<file path="src/rtl/kappa3_pkg.sv">
// kappa3_pkg
// Shared definitions for the KAPPA3 light core control path.
// PH_* are the one-hot phase codes driven on cstate; the controller decodes
// the same constants. seq_state_t reuses them as its encoding so the state
// register can be presented on cstate directly.
package kappa3_pkg;

    localparam logic [3:0] PH_STOP = 4'b0000;
    localparam logic [3:0] PH_IF   = 4'b0001;
    localparam logic [3:0] PH_DE   = 4'b0010;
    localparam logic [3:0] PH_EX   = 4'b0100;
    localparam logic [3:0] PH_WB   = 4'b1000;

    typedef enum logic [3:0] {
        SEQ_STOP = PH_STOP,
        SEQ_IF   = PH_IF,
        SEQ_DE   = PH_DE,
        SEQ_EX   = PH_EX,
        SEQ_WB   = PH_WB
    } seq_state_t;

    typedef enum logic {
        MODE_RUN  = 1'b0,
        MODE_STEP = 1'b1
    } seq_mode_t;

endpackage

</file>
<file path="src/rtl/phase_bp_match.sv">
// phase_bp_match
// PC breakpoint comparator for the phase sequencer.
// The PC register loads on the edge that ends WB, so the new PC is only
// visible in the following cycle. i_arm marks a WB->IF hand-off; r_check
// holds it for exactly that first IF cycle, which is when the compare is
// meaningful. An IF entered from STOP is never armed, so resuming or
// stepping from a breakpoint address proceeds past it.
// Ports:
//   clock      system clock
//   reset      synchronous active-low reset
//   i_arm      WB completing with IF as next phase
//   i_pc       current PC register value
//   i_bp_addr  breakpoint address
//   i_bp_en    breakpoint enable
//   o_match    breakpoint hit in the first IF cycle after WB
module phase_bp_match (
    input  logic        clock,
    input  logic        reset,
    input  logic        i_arm,
    input  logic [31:0] i_pc,
    input  logic [31:0] i_bp_addr,
    input  logic        i_bp_en,
    output logic        o_match
);

    logic r_check;

    always_ff @(posedge clock) begin
        if (!reset) begin
            r_check <= 1'b0;
        end else begin
            r_check <= i_arm;
        end
    end

    assign o_match = r_check & i_bp_en & (i_pc == i_bp_addr);

endmodule

</file>
<file path="src/rtl/phase_sequencer.sv">
// phase_sequencer
// Multicycle phase sequencer for the KAPPA3 light core: one-hot IF/DE/EX/WB
// phase generation with run/step/stop control, memory wait-state stalling,
// optional PC breakpoint and a retired-instruction counter.
// Optional feature macro: PHASE_SEQ_BREAKPOINT_EN (breakpoint comparator and
// bp_hit; when undefined bp_addr/bp_en are ignored and bp_hit is 0).
// Ports:
//   clock, reset          system clock, synchronous active-low reset
//   run, step, stop       front-panel/host control (level, pulse, pulse)
//   mem_ack               memory completion for IF fetch / WB access
//   wb_mem                current instruction accesses memory in WB
//   pc, bp_addr, bp_en    PC value and breakpoint setup
//   cstate                one-hot phase, 0000 when stopped
//   phase_end             last cycle of phase; gates all datapath loads
//   running               cstate != STOP
//   bp_hit                sticky breakpoint-halt flag
//   instret               retired-instruction count
//
// state | meaning
// ------+---------------------------------------------------------------
// STOP  | halted; waits for step (single instruction) or run (continuous)
// IF    | instruction fetch; stalls until mem_ack; breakpoint check on
//       | the first cycle after WB
// DE    | decode, one cycle
// EX    | execute, one cycle
// WB    | write-back; stalls on mem_ack when wb_mem; retires instruction
module phase_sequencer
    import kappa3_pkg::*;
(
    input  logic        clock,
    input  logic        reset,
    input  logic        run,
    input  logic        step,
    input  logic        stop,
    input  logic        mem_ack,
    input  logic        wb_mem,
    input  logic [31:0] pc,
    input  logic [31:0] bp_addr,
    input  logic        bp_en,
    output logic [3:0]  cstate,
    output logic        phase_end,
    output logic        running,
    output logic        bp_hit,
    output logic [31:0] instret
);

    seq_state_t  r_state;
    seq_state_t  w_state_next;
    seq_mode_t   r_mode;
    seq_mode_t   w_mode_next;
    logic        r_stop_pending;
    logic [31:0] r_instret;
    logic        w_phase_end;
    logic        w_bp_stop;
    logic        w_bp_match;
    logic        w_retire;

    always_comb begin
        w_state_next = r_state;
        w_mode_next  = r_mode;
        w_phase_end  = 1'b0;
        w_bp_stop    = 1'b0;
        case (r_state)
            SEQ_STOP: begin
                if (stop) begin
                    w_state_next = SEQ_STOP;
                end else if (step) begin
                    w_state_next = SEQ_IF;
                    w_mode_next  = MODE_STEP;
                end else if (run) begin
                    w_state_next = SEQ_IF;
                    w_mode_next  = MODE_RUN;
                end
            end
            SEQ_IF: begin
                // A breakpoint hit abandons the fetch: phase_end stays low
                // so neither IR nor PC loads.
                if (w_bp_match) begin
                    w_state_next = SEQ_STOP;
                    w_bp_stop    = 1'b1;
                end else begin
                    w_phase_end = mem_ack;
                    if (mem_ack) begin
                        w_state_next = SEQ_DE;
                    end
                end
            end
            SEQ_DE: begin
                w_phase_end  = 1'b1;
                w_state_next = SEQ_EX;
            end
            SEQ_EX: begin
                w_phase_end  = 1'b1;
                w_state_next = SEQ_WB;
            end
            SEQ_WB: begin
                w_phase_end = wb_mem ? mem_ack : 1'b1;
                if (w_phase_end) begin
                    // stop in the completing cycle counts as pending
                    if ((r_mode == MODE_STEP) || r_stop_pending || stop || !run) begin
                        w_state_next = SEQ_STOP;
                    end else begin
                        w_state_next = SEQ_IF;
                    end
                end
            end
            default: begin
                w_state_next = SEQ_STOP;
            end
        endcase
    end

    assign w_retire = (r_state == SEQ_WB) & w_phase_end;

    always_ff @(posedge clock) begin
        if (!reset) begin
            r_state        <= SEQ_STOP;
            r_mode         <= MODE_RUN;
            r_stop_pending <= 1'b0;
            r_instret      <= 32'd0;
        end else begin
            r_state <= w_state_next;
            r_mode  <= w_mode_next;
            if (w_state_next == SEQ_STOP) begin
                r_stop_pending <= 1'b0;
            end else if (stop && (r_state != SEQ_STOP)) begin
                r_stop_pending <= 1'b1;
            end
            if (w_retire) begin
                r_instret <= r_instret + 32'd1;
            end
        end
    end

`ifdef PHASE_SEQ_BREAKPOINT_EN
    logic w_arm;
    logic r_bp_hit;

    assign w_arm = w_retire & (w_state_next == SEQ_IF);

    phase_bp_match u_bp_match (
        .clock     (clock),
        .reset     (reset),
        .i_arm     (w_arm),
        .i_pc      (pc),
        .i_bp_addr (bp_addr),
        .i_bp_en   (bp_en),
        .o_match   (w_bp_match)
    );

    always_ff @(posedge clock) begin
        if (!reset) begin
            r_bp_hit <= 1'b0;
        end else if ((r_state == SEQ_STOP) && (w_state_next != SEQ_STOP)) begin
            r_bp_hit <= 1'b0;
        end else if (w_bp_stop) begin
            r_bp_hit <= 1'b1;
        end
    end

    assign bp_hit = r_bp_hit;
`else
    logic w_unused_bp;

    // ports kept for a uniform top-level interface
    assign w_unused_bp = ^{pc, bp_addr, bp_en, w_bp_stop};
    assign w_bp_match  = 1'b0;
    assign bp_hit      = 1'b0;
`endif

    assign cstate    = r_state;
    assign running   = (r_state != SEQ_STOP);
    assign phase_end = w_phase_end;
    assign instret   = r_instret;

endmodule

</file>
<file path="config.mk">
export PLATFORM = sky130hd
export DESIGN_NAME = phase_sequencer
export DESIGN_NICKNAME = d
export VERILOG_FILES = /design/src/rtl/kappa3_pkg.sv /design/src/rtl/phase_bp_match.sv /design/src/rtl/phase_sequencer.sv
export SDC_FILE = /design/constraint.sdc
export NUM_CORES = 1
export LEC_CHECK = 0
export CAP_MARGIN = 0
export CELL_PAD_IN_SITES_DETAIL_PLACEMENT = 1
export CELL_PAD_IN_SITES_GLOBAL_PLACEMENT = 1
export CORE_MARGIN = 8
export CORE_UTILIZATION = 26
export CTS_CLUSTER_DIAMETER = 100
export CTS_CLUSTER_SIZE = 8
export DETAILED_ROUTE_END_ITERATION = 10
export HOLD_SLACK_MARGIN = 0.02
export PLACE_DENSITY = 0.82
export SLEW_MARGIN = 10
export SYNTH_ARGS = -nofsm -noshare
export SYNTH_HDL_FRONTEND = slang
export SYNTH_HIERARCHICAL = 1
export SYNTH_SLANG_ARGS = --single-unit
</file>
<file path="constraint.sdc">
create_clock -name clock -period 4.28 [get_ports clock]
set_clock_uncertainty 0.1 [all_clocks]
set_input_delay 1.07 -clock clock [delete_from_list [all_inputs] [get_ports clock]]
set_output_delay 1.07 -clock clock [all_outputs]
set_load 0.1 [all_outputs]
</file>
==> metrics, run 1 <==
clk slew on worst S/H paths 0.07 ns; number of remaining DRC errors 0; headroom to the max-slew limit 33.6%; max incr delay on CP 0.54 ns; crit path time final 3.62 ns; hold violation total from the final report 0; worst min-delay path category reg -> reg; worst-case reg-to-reg path depth 4; number of buffer and inverter instances along the worst setup path 2; io pins 111; required time at the worst-slack endpoint 3.11 ns; area enclosed by the die boundary 10800 µm²; CP max FO 4; hold buffer count at CTS 0; number of global-route vias before repair 1944; Mapped Nets 306; vertical extent of the die 104 µm; root buffer selected by CTS sky130_fd_sc_hd__clkbuf_8; CTS resizes 0; Critical Path Slowest Stage Cell sky130_fd_sc_hd__clkdlybuf4s50_1; overall track demand over capacity in global routing 10.1%; drt first-iter violations 71; FF-to-FF Start instret[3]$_SDFFE_PN0P_; antenna cell count 0; sequential cell area fraction in the yosys report 38.0%; Peak VDD IR 0.000119 V; Reg-to-Reg End instret[11]$_SDFFE_PN0P_; CTS buffer count 5; via count 1907; Crit path arrival time 2.45 ns; Power, Total 0.000669 W; share of cells above drive strength 1 6.93%; setup_tns 0 ns; cells along the critical path clkdlybuf4s50_1 > nand2b_1 > a21oi_1 > o21a_1 > o21ai_1 > buf_12; period utilisation layout 84.5%; horizontal extent of the die 104 µm; count of standard-cell rows 32; number of nets with antenna violations after detailed routing 0; crit path launch type primary input; number of setup violations in the final report 0; detailed-routing iteration count for the pre-antenna-repair pass 4; worst slack on hold paths 0.386 ns; unrepaired setup endpoints after global routing no; leading cell type in the layout, fill and taps excluded sky130_fd_sc_hd__clkdlybuf4s50_1; highest-count cells in the layout ignoring fill and taps 43 x sky130_fd_sc_hd__clkdlybuf4s50_1, 38 x sky130_fd_sc_hd__dfxtp_1, 26 x sky130_fd_sc_hd__nand2_1; Remaining Overflow, GRT 0; kind of capture point of the worst setup path output port; H-tree depth 2; PortBufs 44; half-perimeter wire length after detailed placement 4.00 mm; post-synthesis instance area 2000 µm²; per-cell routed wire length 14.6 µm; Area growth, synth to finish 28.9%; wire length of the first global-routing pass 9.34 mm; routability-driven placement congestion ratio 0.810; Initial Utilization 26.3%; library cells used by synthesis 44; areal power density over the cells 259 nW/µm²; category of cells accounting for the largest share of critical-path delay buffers and inverters; Gate Count Post-Synth 233; maximum clock path buffer count 2; Leakage Power 0.830 nW; internal reg-to-reg setup slack 1.70 ns; Hold Path Sink instret[31]$_SDFFE_PN0P_; area inside the core boundary 7610 µm²; number of slew-limit violations in the final report 0; slew at the pin closest to its max-slew limit 0.993 ns; antenna violations before repair 0; max-cap viol count 0; worst hold path stage count 2; total of warnings raised by yosys 6; postcts setup bufs 0; FMAX 0.277 GHz; synthesized area divided by synthesized cell count 8.59 µm²; start-to-end type of the worst setup path in -> out; maximum number of pins on one net before global-route repair 35; clock tree from TritonCTS yes; Sink Count 38; worst hold start instret[31]$_SDFFE_PN0P_; Net count, final 347; synthesized flop and latch total 38; vias per inst 5.07; worst-skew pair later-pin latency 0.29 ns; status finished, final reports clean; total length of routed wires 5.49 mm
logic make-up after synthesis:
| group | share of synthesized area, % |
|---|---|
| AOI/OAI and AO/OA | 12.9 |
| and+or+nand+nor | 33.9 |
| adders and majority gates | 0.625 |
| xor gates and xnor gates | 2.19 |
| buffers and inverters | 6.63 |
| other | 0.187 |
| DFF | 38.0 |
| muxes | 5.50 |
metrics by stage:
step	utilization [%]	setup slack [ns]	std cells	area [µm²]
finish	33.9	0.665	376	2580
floorplan	-	0.161	233	2000
global placement	32.9	0.701	369	2500
detailed placement	32.9	0.697	369	2500
global route	33.9	0.594	376	2580
CTS	33.9	0.682	376	2580
power breakdown:
part           switching (W)  total [W]  internal [W]
registers         0.00000321   0.000359      0.000356
clock network       0.000124   0.000236      0.000112
logic              0.0000519  0.0000742     0.0000224
total               0.000179   0.000669      0.000491
worst min-delay path, stage by stage (launching register included):
cell,delay (ns)
sky130_fd_sc_hd__dfxtp_1,0.33
sky130_fd_sc_hd__nand2_1,0.06
sky130_fd_sc_hd__mux2i_1,0.05
metal layers:
metal	part of all wire (%)	up-vias	global-route usage, %	routed length, µm
li1	-	941	-	-
met1	48	934	11.9	2660
met2	48	27	17.5	2630
met3	2.7	5	2.66	148
met4	0.93	0	2.69	51
met5	0	-	0	0
Yosys cell counts (all sizes together):
master       count  area, µm²
ha               1       12.5
and3             6       37.5
a311oi           1       8.76
a22oi            1       7.51
and4bb           1       12.5
nor3             2       10.0
o21a             2       15.0
mux2i           11        110
o311ai           1       8.76
a31o             1       8.76
dlygate4sd1      1       8.76
a21bo            1       10.0
nand4           13       93.8
buf              4       27.5
nand2           26       97.6
nor2            10       37.5
or4             12       91.3
o31a             1       8.76
nor3b            1       7.51
a21oi           17       85.1
nor2b            4       25.0
o31ai            9       67.6
or3              5       31.3
nand3            8       45.0
xor2             5       43.8
clkbuf          10       77.6
and4             4       36.3
dfxtp           38        761
inv              5       18.8
nand2b          10       62.6
nor4b            1       8.76
o41ai            1       8.76
nor4            11       68.8
o21ai            6       30.0
and2             2       12.5
conb             1       3.75
sequential cells by signal (all words and copies together) (netlist names):
register / flops
r_mode: 1
r_stop_pending: 1
instret: 32
cstate: 4
worst max-delay path by stage:
| stage | startpoint | endpoint | slack, ns | cells past startpoint |
|---|---|---|---|---|
| 2_1_floorplan | cstate[3]$_SDFF_PN0_ | phase_end | 0.16 | 5 |
| 3_3_place_gp | mem_ack | phase_end | 0.70 | 6 |
| 3_5_place_dp | mem_ack | phase_end | 0.70 | 6 |
| 4_1_cts | mem_ack | phase_end | 0.68 | 6 |
| 5_1_grt | mem_ack | phase_end | 0.59 | 6 |
| 6_report | mem_ack | phase_end | 0.66 | 6 |
area by class of cell:
cell class                 instances  area (µm²)
inverter                           5        18.8
multi-input combinational        175        1110
timing repair buffer              49         488
sequential                        38         761
fill                             920        5030
tap                              102         128
clock buffer                       7        76.3
(Power assumes the default switching activity.)
==> inputs of run 2 (changes only) <==
clock period = 3.66 ns   (was 4.28 ns; I/O delays follow)
==> metrics, run 2 (synthesized netlist as in run 1, its figures left out) <==
required time at the worst-slack endpoint 2.64 ns; routability-driven placement congestion ratio 0.798; kind of capture point of the worst setup path output port; Remaining Overflow, GRT 0; area inside the core boundary 7610 µm²; vias per inst 5.08; CTS resizes 0; headroom to the max-slew limit 46.4%; PortBufs 44; worst min-delay path category reg -> reg; per-cell routed wire length 14.7 µm; Reg-to-Reg End instret[11]$_SDFFE_PN0P_; total area of sequential cells 761 µm²; crit path launch type primary input; worst hold start instret[31]$_SDFFE_PN0P_; highest-count cells in the layout ignoring fill and taps 42 x sky130_fd_sc_hd__buf_4, 38 x sky130_fd_sc_hd__dfxtp_1, 26 x sky130_fd_sc_hd__nand2_1; number of global-route vias before repair 1969; maximum number of pins on one net before global-route repair 35; drt first-iter violations 74; area enclosed by the die boundary 10800 µm²; leading cell type in the layout, fill and taps excluded sky130_fd_sc_hd__buf_4; number of flip-flops in the largest register 32; via count 1910; Area growth, synth to finish 24.6%; count of standard-cell rows 32; crit path time final 3.22 ns; wire length of the first global-routing pass 9.47 mm; Net count, final 347; share of cells above drive strength 1 21.5%; setup_tns 0 ns; detailed-routing iteration count for the pre-antenna-repair pass 4; number of slew-limit violations in the final report 0; CTS buffer count 5; FMAX 0.311 GHz; Power, Total 0.000784 W; number of fill cells in the layout 936; total length of routed wires 5.54 mm; number of nets with antenna violations after detailed routing 0; internal reg-to-reg setup slack 1.41 ns; final core utilization 32.8%; FF-to-FF Start cstate[0]$_SDFF_PN0_; clock tree from TritonCTS yes; Crit path arrival time 2.20 ns; areal power density over the cells 315 nW/µm²; half-perimeter wire length after detailed placement 4.02 mm; root buffer selected by CTS sky130_fd_sc_hd__clkbuf_8; slew at the pin closest to its max-slew limit 0.804 ns; total area of multi-input combinational cells 1110 µm²; unrepaired setup endpoints after global routing no; overall track demand over capacity in global routing 10.4%; H-tree depth 2; clk slew on worst S/H paths 0.08 ns; number of remaining DRC errors 0; status finished, final reports clean; worst-skew pair later-pin latency 0.29 ns; CP max FO 4; number of setup violations in the final report 0; horizontal extent of the die 104 µm; maximum clock path buffer count 2; Sink Count 38; antenna violations before repair 0; Initial Utilization 26.3%; worst hold path stage count 2; hold buffer count at CTS 0; period utilisation layout 87.8%; max-cap viol count 0; antenna cell count 0; io pins 111; postcts setup bufs 0; Hold Path Sink instret[31]$_SDFFE_PN0P_; start-to-end type of the worst setup path in -> out; Peak VDD IR 0.000121 V; hold violation total from the final report 0; Leakage Power 0.912 nW; worst-case reg-to-reg path depth 5; vertical extent of the die 104 µm
[run 2: final cells by class]
type	count	share of cell area, %
tap	102	5.12
clock buffer	5	2.76
timing repair buffer	49	15.9
inverter	5	0.753
clock inverter	2	0.402
sequential	38	30.5
multi-input combinational	175	44.6
[run 2: routing by layer]
metal	GRT usage, %	part of all wire (%)	vias up
met5	0	0	-
met4	3.10	1.1	0
met3	2.35	3.0	6
met2	18.1	49	27
met1	12.3	47	935
li1	-	-	942
[run 2: worst max path at each step]
stage,start,end,depth (start not counted)
floorplan,cstate[3]$_SDFF_PN0_,phase_end,5
global placement,mem_ack,phase_end,6
detailed placement,mem_ack,phase_end,6
CTS,mem_ack,phase_end,6
global route,mem_ack,phase_end,6
finish,mem_ack,phase_end,6
[run 2: critical path: stages]
cell,delay (ns)
sky130_fd_sc_hd__clkdlybuf4s50_1,0.52
sky130_fd_sc_hd__nand2b_1,0.16
sky130_fd_sc_hd__a21oi_1,0.07
sky130_fd_sc_hd__o21a_1,0.17
sky130_fd_sc_hd__o21ai_2,0.16
sky130_fd_sc_hd__buf_12,0.20
[run 2: report_power, final]
group / leakage, nW / internal [W] / switching (W) / total, W
Clock: 0.0438 / 0.000128 / 0.000149 / 0.000277
Sequential: 0.306 / 0.000416 / 0.00000389 / 0.000420
Combinational: 0.562 / 0.0000254 / 0.0000618 / 0.0000872
Total: 0.912 / 0.000569 / 0.000215 / 0.000784
[run 2: per-stage QoR]
stage | cells | cell area (µm²) | hold WS, ns | setup slack [ns]
after global routing | 376 | 2490 | 0.427 | 0.376
after global placement | 369 | 2410 | 0.357 | 0.449
after CTS | 376 | 2490 | 0.389 | 0.444
after detailed placement | 369 | 2410 | 0.371 | 0.455
final | 376 | 2490 | 0.385 | 0.445
after floorplan | 233 | 2000 | 0.393 | 0.221
